<file path="config.mk">
export PLATFORM = sky130hd
export DESIGN_NAME = array_2p
export DESIGN_NICKNAME = d
export VERILOG_FILES = /design/src/rtl/array_2p.sv
export SDC_FILE = /design/constraint.sdc
export NUM_CORES = 2
export LEC_CHECK = 0
export CORE_ASPECT_RATIO = 0.8
export CORE_MARGIN = 2
export CORE_UTILIZATION = 44
export DETAILED_ROUTE_END_ITERATION = 12
export SLEW_MARGIN = 20
export SYNTH_ARGS = -nofsm -noshare
export SYNTH_HDL_FRONTEND = slang
export SYNTH_SLANG_ARGS = --single-unit
</file>
<file path="constraint.sdc">
create_clock -name clk_i -period 17.6 [get_ports clk_i]
set_input_delay 3.52 -clock clk_i [delete_from_list [all_inputs] [get_ports clk_i]]
set_output_delay 3.52 -clock clk_i [all_outputs]
set_load 0.02 [all_outputs]
</file>
<file path="src/rtl/array_2p.sv">
// array_2p: one-write/one-read storage array with byte-masked writes, registered read port,
// per-entry valid bits and a hardware clear walk. Optional macro: ARRAY_2P_BYPASS_EN.
module array_2p #(
  parameter int WIDTH  = 128,
  parameter int HEIGHT = 8,
  localparam int IDX_W = $clog2(HEIGHT)
) (
  input  logic               clk_i,
  input  logic               rst_ni,
  input  logic               flush_i,
  output logic               busy_o,
  input  logic               wr_en_i,
  input  logic [IDX_W-1:0]   wr_index_i,
  input  logic [WIDTH-1:0]   wr_data_i,
  input  logic [WIDTH/8-1:0] wr_mask_i,
  input  logic               rd_en_i,
  input  logic [IDX_W-1:0]   rd_index_i,
  output logic               rd_valid_o,
  output logic [WIDTH-1:0]   rd_data_o,
  output logic               rd_hit_o
);

  localparam int NBYTES = WIDTH / 8;
  localparam int IDX_W1 = IDX_W + 1;
  localparam logic [IDX_W:0]   HEIGHT_W = IDX_W1'(HEIGHT);
  localparam logic [IDX_W-1:0] LAST_IDX = IDX_W'(HEIGHT - 1);

  typedef enum logic {S_CLEAR, S_IDLE} state_e;

  state_e           state_q, state_d;
  logic [IDX_W-1:0] clr_idx_q, clr_idx_d;
  logic             busy_q, busy_d;

  logic [WIDTH-1:0]  mem_q [HEIGHT];
  logic [HEIGHT-1:0] valid_q, valid_d;

  logic             rd_valid_q, rd_valid_d;
  logic [WIDTH-1:0] rd_data_q, rd_data_d;
  logic             rd_hit_q, rd_hit_d;

  logic             idle;
  logic             wr_in_range, rd_in_range;
  logic             wr_ok, rd_ok;
  logic [WIDTH-1:0] byte_en;
  logic [WIDTH-1:0] wr_old, wr_merged, rd_old;

  always_comb begin
    byte_en = '0;
    for (int b = 0; b < NBYTES; b++) begin
      byte_en[8*b +: 8] = {8{wr_mask_i[b]}};
    end
  end

  // A flush in the same cycle blocks both ports; an all-zero mask is treated as no write at all.
  assign idle        = (state_q == S_IDLE);
  assign wr_in_range = ({1'b0, wr_index_i} < HEIGHT_W);
  assign rd_in_range = ({1'b0, rd_index_i} < HEIGHT_W);
  assign wr_ok       = idle && !flush_i && wr_en_i && wr_in_range && (wr_mask_i != '0);
  assign rd_ok       = idle && !flush_i && rd_en_i;

  assign wr_old    = wr_in_range ? mem_q[wr_index_i] : '0;
  assign wr_merged = (wr_data_i & byte_en) | (wr_old & ~byte_en);
  assign rd_old    = rd_in_range ? mem_q[rd_index_i] : '0;

  always_comb begin
    state_d   = state_q;
    clr_idx_d = clr_idx_q;
    busy_d    = busy_q;
    if (flush_i) begin
      state_d   = S_CLEAR;
      clr_idx_d = '0;
      busy_d    = 1'b1;
    end else if (state_q == S_CLEAR) begin
      if (clr_idx_q == LAST_IDX) begin
        state_d   = S_IDLE;
        clr_idx_d = '0;
        busy_d    = 1'b0;
      end else begin
        clr_idx_d = clr_idx_q + IDX_W'(1);
      end
    end
  end

  always_comb begin
    valid_d = valid_q;
    if (state_q == S_CLEAR) begin
      valid_d[clr_idx_q] = 1'b0;
    end
    if (wr_ok) begin
      valid_d[wr_index_i] = 1'b1;
    end
  end

  always_comb begin
    rd_valid_d = rd_ok;
    rd_data_d  = rd_data_q;
    rd_hit_d   = rd_hit_q;
    if (rd_ok) begin
      if (!rd_in_range) begin
        rd_data_d = '0;
        rd_hit_d  = 1'b0;
      end else begin
        rd_data_d = rd_old;
        rd_hit_d  = valid_q[rd_index_i];
`ifdef ARRAY_2P_BYPASS_EN
        if (wr_ok && (wr_index_i == rd_index_i)) begin
          rd_data_d = wr_merged;
          rd_hit_d  = 1'b1;
        end
`endif
      end
    end
  end

  always_ff @(posedge clk_i or negedge rst_ni) begin
    if (!rst_ni) begin
      state_q    <= S_CLEAR;
      clr_idx_q  <= '0;
      busy_q     <= 1'b1;
      valid_q    <= '0;
      rd_valid_q <= 1'b0;
      rd_data_q  <= '0;
      rd_hit_q   <= 1'b0;
    end else begin
      state_q    <= state_d;
      clr_idx_q  <= clr_idx_d;
      busy_q     <= busy_d;
      valid_q    <= valid_d;
      rd_valid_q <= rd_valid_d;
      rd_data_q  <= rd_data_d;
      rd_hit_q   <= rd_hit_d;
    end
  end

  // Storage has no reset; the clear walk is what zeroes it.
  always_ff @(posedge clk_i) begin
    if (state_q == S_CLEAR) begin
      mem_q[clr_idx_q] <= '0;
    end else if (wr_ok) begin
      mem_q[wr_index_i] <= wr_merged;
    end
  end

  assign busy_o     = busy_q;
  assign rd_valid_o = rd_valid_q;
  assign rd_data_o  = rd_data_q;
  assign rd_hit_o   = rd_hit_q;

endmodule

</file>
# After elaboration in Yosys (flattened, before gate mapping)
# Memory sizes are Yosys's and may differ from the RTL's. A register that Yosys moved wholly into a read port is not among the register bits.
# Index checks and enable logic that the tools add are counted.
# W data, S select, Z words.
# classes
mul	0
bitwise_logic	7
eq_ne	2
n_reduce_logical	12
order_cmp	5
mux	24
shifts	0
n_div	0
n_addsub	1
# ops
operator	n
$and A128 B128 Y128	2
$mux W128	1
$not A128 Y128	1
$or A128 B128 Y128	1
$reduce_or A128 Y1	1
$mux W8	2
$reduce_bool A16 Y1	1
$mux W1	14
$lt A3 B4 Y1 const B	3
$mux W3	4
$and A8 B8 Y8	1
$not A8 Y8	1
$or A8 B8 Y8	1
$demux W1 S3	2
$ge A3 B1 Y1 const B	2
$logic_and A1 B1 Y1	6
$add A3 B1 Y3 const B	1
$bmux W1 S3	1
$eq A3 B3 Y1 const B	1
$logic_not A1 Y1	2
$ne A2 B2 Y1 const B	1
$reduce_and A2 Y1	1
$reduce_bool A2 Y1	1
# word_totals
ramBits	1024
inputBits	155
n_memories	1
out_inout_bits	131
mem_bits_ro	0
ff_bits	15
elab_cells	58
latchBits	0
# mem_list
name	depth	width	read_ports	rd_clocked_by_memory_dff	wr	line_no	rtl
mem_q	8	128	2	1	1	34	logic [WIDTH-1:0] mem_q [HEIGHT];

# Logic depth before layout (Yosys ltp)
# depth
ltp_word	9
mapped_depth	8
depth_no_buf	4

# Least setup slack after synthesis
# OpenSTA, ideal clock, no wires.
# synth_timing
kind	in2reg
from	input wr_index_i[2]
to	memory mem_q[0][0], enable pin
path_slack_ps	-447
arrival_time_ps	17084
required_time_ps	16638
stages	5
setup_time_ps	962
path_buffers	4
path_cell_list	buf_2 > buf_4 > buf_2 > clkbuf_1 > o41ai_1
# synth_between
elab_chain_len	1
# synth_rtl
element	line_no	rtl
start, declared	13	input logic [IDX_W-1:0] wr_index_i,
$mux W3 (no line)	--	
end, declared	34	
# No other way between the ends.

# Final worst setup path
# layout_timing
from	input wr_mask_i[2]
to	memory mem_q[7][16], enable pin
# layout_between
elab_chain_len	7
word_cells_on_any_way	8
cone_classes	5 x mux; 3 x reduce/logical
# layout_rtl
element	line_no	rtl
start, declared	15	input logic [WIDTH/8-1:0] wr_mask_i,
$reduce_bool A16 Y1 (*)	58	assign wr_ok = idle && !flush_i && wr_en_i && wr_in_range && (wr_mask_i != '0);
$logic_and A1 B1 Y1 (*)	58	
$mux W1 (*)	139	end else if (wr_ok) begin
$mux W1 (*)	137	if (state_q == S_CLEAR) begin
$mux W1 (not written as such) (*)	140	mem_q[wr_index_i] <= wr_merged;
$reduce_or A128 Y1 (no line)	--	
$mux W3 (no line) or $mux W1 (tied branches)	--	
# Mark *: on every way between the ends. The rest lies on a longest branch, timed or not.

==> impl.org <==
** Run status
- Outcome :: completed

** Clock tree
- Clock-pin slew was measured on the worst setup and hold paths at 0.06 ns.
- For this design, the CTS-stage hold fixing added 0 buffers.
- Clock tree root buffer cell :: sky130_fd_sc_hd__clkbuf_16
- Max clock buf depth :: 3
- Counting the buffers created by CTS gives 118.
- In this run the post-CTS setup repair buffer count came out at 0.
- In this run the number of H-tree levels came out at 3.
- Gates resized, CTS repair :: 0
- TritonCTS clock tree :: built
- Worst-Skew Late Latency :: around 0.7 ns
- Number of clock sinks seen by CTS :: 1167

** Die
- Std-Cell Core Area :: around 0.12 sq mm
- Number of rows created at floorplan :: roughly 110
- The floorplan step set the die width to just under 400 um.
- 286 I/O pins were placed.
- Once the floorplan was initialized, standard cells occupied 44.3% of the core.
- Vert. Die Dim :: 313 um
- Area of the die :: 0.122 sq mm

** Setup path
- Reg-to-reg setup timing slack :: 12.39 ns
- STA classifies the critical path endpoint as a register.
- R2r startpoint :: idle
- Startpoint type of the worst setup path :: input port
- Critical-path maximum fanout :: 57
- Counting cells, the worst reg-to-reg path comes to 7.
- Crit path arrival time :: 9.41 ns
- The critical path in this run is classified as in2reg.
- Data on the critical path is required at its endpoint by ~18 ns.
- In this run the critical register-to-register path is captured at mem_q[7][44].

** Cells and area
- Count of non-filler cells in the finished layout :: 4658
- Ant diodes :: 0
- In the final layout, the share of cells above drive strength 1 is 25.0%.
- Fin area :: 0.0605 sq mm
- Counting the fill cells in the layout gives roughly 9500.
- Summing all multi-input logic gate instances after layout gives 0.0170 sq mm.
- From synthesis to final layout, the design area changed by 15.4%.
- Final #Nets :: 3160
- Footprint of the flip-flops and latches :: 0.0343 sq mm

** STA
- Max transition margin :: 24.6%
- Highest clock rate :: 110 MHz
- Portion of the clock cycle consumed by the worst path in the final layout :: 51.5%
- Setup repair after global routing left no endpoint under its margin.
- Setup violations remaining at the end of the flow were counted as 0.
- For the final database, setup skew stands at 0.0264 ns.
- TNS Setup :: 0 ns
- Min cycle time layout :: roughly 9.1 ns
- The hold violation total from the final report came to 0.
- Across all setup checks in the final design, the least slack found is 8.54 ns.
- Slew of the pin with the lowest slew margin :: 1.12 ns
- The max-slew violation count came to 0.

** Detailed routing
- In the routed design, unresolved DRC markers number 0.
- Met3 wire length :: 8030 um
- Dividing the detail-routed wire length by the instance count gives 29.5 um.
- Detailed-route via count :: 28500
- Number of nets with antenna violations after detailed routing :: 0
- Detailed route wirelength on metal2 :: 66800 um
- Top routing layer in use :: met5
- Iter 0 DRT Violations :: ~2500
- The detailed router put a total of roughly 59000 um of wire on met1.
- Summed over all layers, the routed wires come to 137000 um.
- First-pass iteration count of the detailed router :: 5
- Dividing the detail-routed via count by the number of cells gives 6.11.

** Placement
- Minimum setup slack after placement :: 7.82 ns
- In this run, placement finished with an instance count of 4435.
- Routability congestion estimate from global placement :: 0.745
- Detailed placement ended at an HPWL of a little under 80000 um.
- During placement, the flow inserted port buffers numbering 285.
- Summing all placed instances gives a cell area of 0.0565 sq mm.

** Hold path
- Startpoint of the worst hold path :: rd_data_o[90]
- Class of the most critical hold timing path :: reg2reg
- The worst hold path passes through 2 cells.
- The path with the worst hold slack has its endpoint at rd_data_o[90].

** GRT
- The first global-routing pass estimated roughly 200000 um of wire.
- Vias in the first global route :: between 30000 and 40000
- GRT Util Overall :: 22.7%
- Pin count of the biggest net entering global routing :: 120
- The number of antenna violations at the first check in global routing came to 5.
- The total overflow left after global routing is 0.

** Synth
- Area share of the leading cell type in the synthesized netlist :: roughly three fifths
- YS warnings :: 0
- The cell count after synthesis came out at 2779.
- Average instance area after synthesis :: roughly 19 sq um
- Library cells used by synthesis :: 32
- Most frequent cell after synthesis :: sky130_fd_sc_hd__edfxtp_1
- The most used flip-flop cell after synthesis is sky130_fd_sc_hd__edfxtp_1.
- Counting flops with a built-in enable in the synthesized netlist gives around 1000.
- Summed over all instances, the cell type with the most area after synthesis is sky130_fd_sc_hd__edfxtp_1.
- After synthesis, the cell types taking the most area are sky130_fd_sc_hd__edfxtp_1 59%, sky130_fd_sc_hd__mux4_2 22%, sky130_fd_sc_hd__dfrtp_1 6.8%.
- The share of the Yosys chip area taken by registers is 65.4%.
- Async SR Flop Fraction :: 12.3%
- Synthesis inferred about 1200 register bits.
- Most common library cells after synthesis :: 1024 x sky130_fd_sc_hd__edfxtp_1, 514 x sky130_fd_sc_hd__mux4_2, 145 x sky130_fd_sc_hd__nand2_1, 142 x sky130_fd_sc_hd__dfrtp_1, 136 x sky130_fd_sc_hd__o21ai_0
- In this run the cell area of the synthesized design comes to around 0.052 sq mm.
- When the netlist entered floorplanning its net count stood at between 2000 and 3000.

** Power and ir drop
- Power spread over the standard cell area amounts to around 110 mW/mm^2.
- Total power of the final layout :: between 0.006 and 0.007 W
- Leak :: 19.8 nW
- Largest vdd supply drop :: approximately 0.08 mV

** Flow run
- Number of max-cap violations :: 0
==> through the flow <==
stage	util (%)	hold slack (ns)
6_report	51.1	0.477
4_1_cts	51.1	0.482
2_1_floorplan	-	0.438
3_3_place_gp	47.7	0.458
5_1_grt	51.1	0.495
3_5_place_dp	47.7	0.467
==> critical path: stages <==
cell	delay, ns
sky130_fd_sc_hd__clkdlybuf4s50_1	0.79
sky130_fd_sc_hd__nor4_1	0.99
sky130_fd_sc_hd__nand4_1	0.36
sky130_fd_sc_hd__nand3_4	0.68
sky130_fd_sc_hd__buf_4	0.82
sky130_fd_sc_hd__buf_4	0.94
sky130_fd_sc_hd__o31ai_4	0.12
sky130_fd_sc_hd__buf_4	0.50
sky130_fd_sc_hd__buf_4	0.57
==> cell type report <==
class / instances / area share, %
well taps: 1552 / 3.21
clock inverters: 61 / 1.11
clock buffers: 162 / 5.51
flip-flops and latches: 1167 / 56.7
multi-input cells: 1382 / 28.0
inverters: 2 / 0.0124
repair buffers: 332 / 5.43
==> kinds of logic after synthesis <==
kind of cell,count (synthesis),synth area share [%]
and+or+nand+nor,460,4.45
DFF,1167,65.4
AOI/OAI and AO/OA,275,2.99
adders and majority gates,2,0.0477
muxes,645,24.6
buffers and inverters,230,2.51
==> worst max-delay path by stage <==
stage,startpoint,end,slack [ns],cells after the start
2_1_floorplan,wr_index_i[2],mem_q[3][0],3.02,5
3_3_place_gp,wr_mask_i[2],mem_q[7][35],7.84,9
3_5_place_dp,wr_mask_i[10],mem_q[7][43],7.82,9
4_1_cts,wr_mask_i[10],mem_q[7][44],8.59,9
5_1_grt,wr_mask_i[2],mem_q[7][16],8.51,9
6_report,wr_mask_i[2],mem_q[7][16],8.54,9
==> flip-flops by register name, summed over array words and instances (netlist names) <==
register and cells:
mem_q 1024, valid_q 8, idle 1, rd_valid_o 1
rd_data_o 128, rd_hit_o 1, busy_o 1, clr_idx_q 3
==> routing by layer <==
metal	global-route usage, %	vias to the layer above
li1	-	12000
met1	32.7	15300
met2	36.5	965
met3	3.61	195
met4	5.48	2
met5	0	-
==> report_power, final <==
| part | total, W | internal (W) | switching [W] |
|---|---|---|---|
| clock network | 0.00259 | 0.00152 | 0.00106 |
| logic | 0.000692 | 0.000321 | 0.000371 |
| registers | 0.00323 | 0.00316 | 0.0000763 |
==> placed cells by master (no fill, tap or decap), types with 4 or more instances in the layout <==
master,count
sky130_fd_sc_hd__buf_12,4
sky130_fd_sc_hd__buf_4,41
sky130_fd_sc_hd__buf_8,4
sky130_fd_sc_hd__bufinv_16,14
sky130_fd_sc_hd__clkbuf_1,27
sky130_fd_sc_hd__clkbuf_16,122
sky130_fd_sc_hd__clkbuf_8,15
sky130_fd_sc_hd__clkdlybuf4s50_1,278
sky130_fd_sc_hd__clkinv_1,13
sky130_fd_sc_hd__clkinv_2,27
sky130_fd_sc_hd__dfrtp_1,142
sky130_fd_sc_hd__edfxtp_1,1024
sky130_fd_sc_hd__mux2i_1,131
sky130_fd_sc_hd__mux4_2,514
sky130_fd_sc_hd__nand2_1,144
sky130_fd_sc_hd__nand2b_1,19
sky130_fd_sc_hd__nor2_1,8
sky130_fd_sc_hd__nor2b_1,131
sky130_fd_sc_hd__nor3_1,129
sky130_fd_sc_hd__nor4_1,4
sky130_fd_sc_hd__o21ai_0,133
sky130_fd_sc_hd__o22ai_1,128
sky130_fd_sc_hd__or2_2,16
No activity file was read; power rests on OpenSTA's default activity.
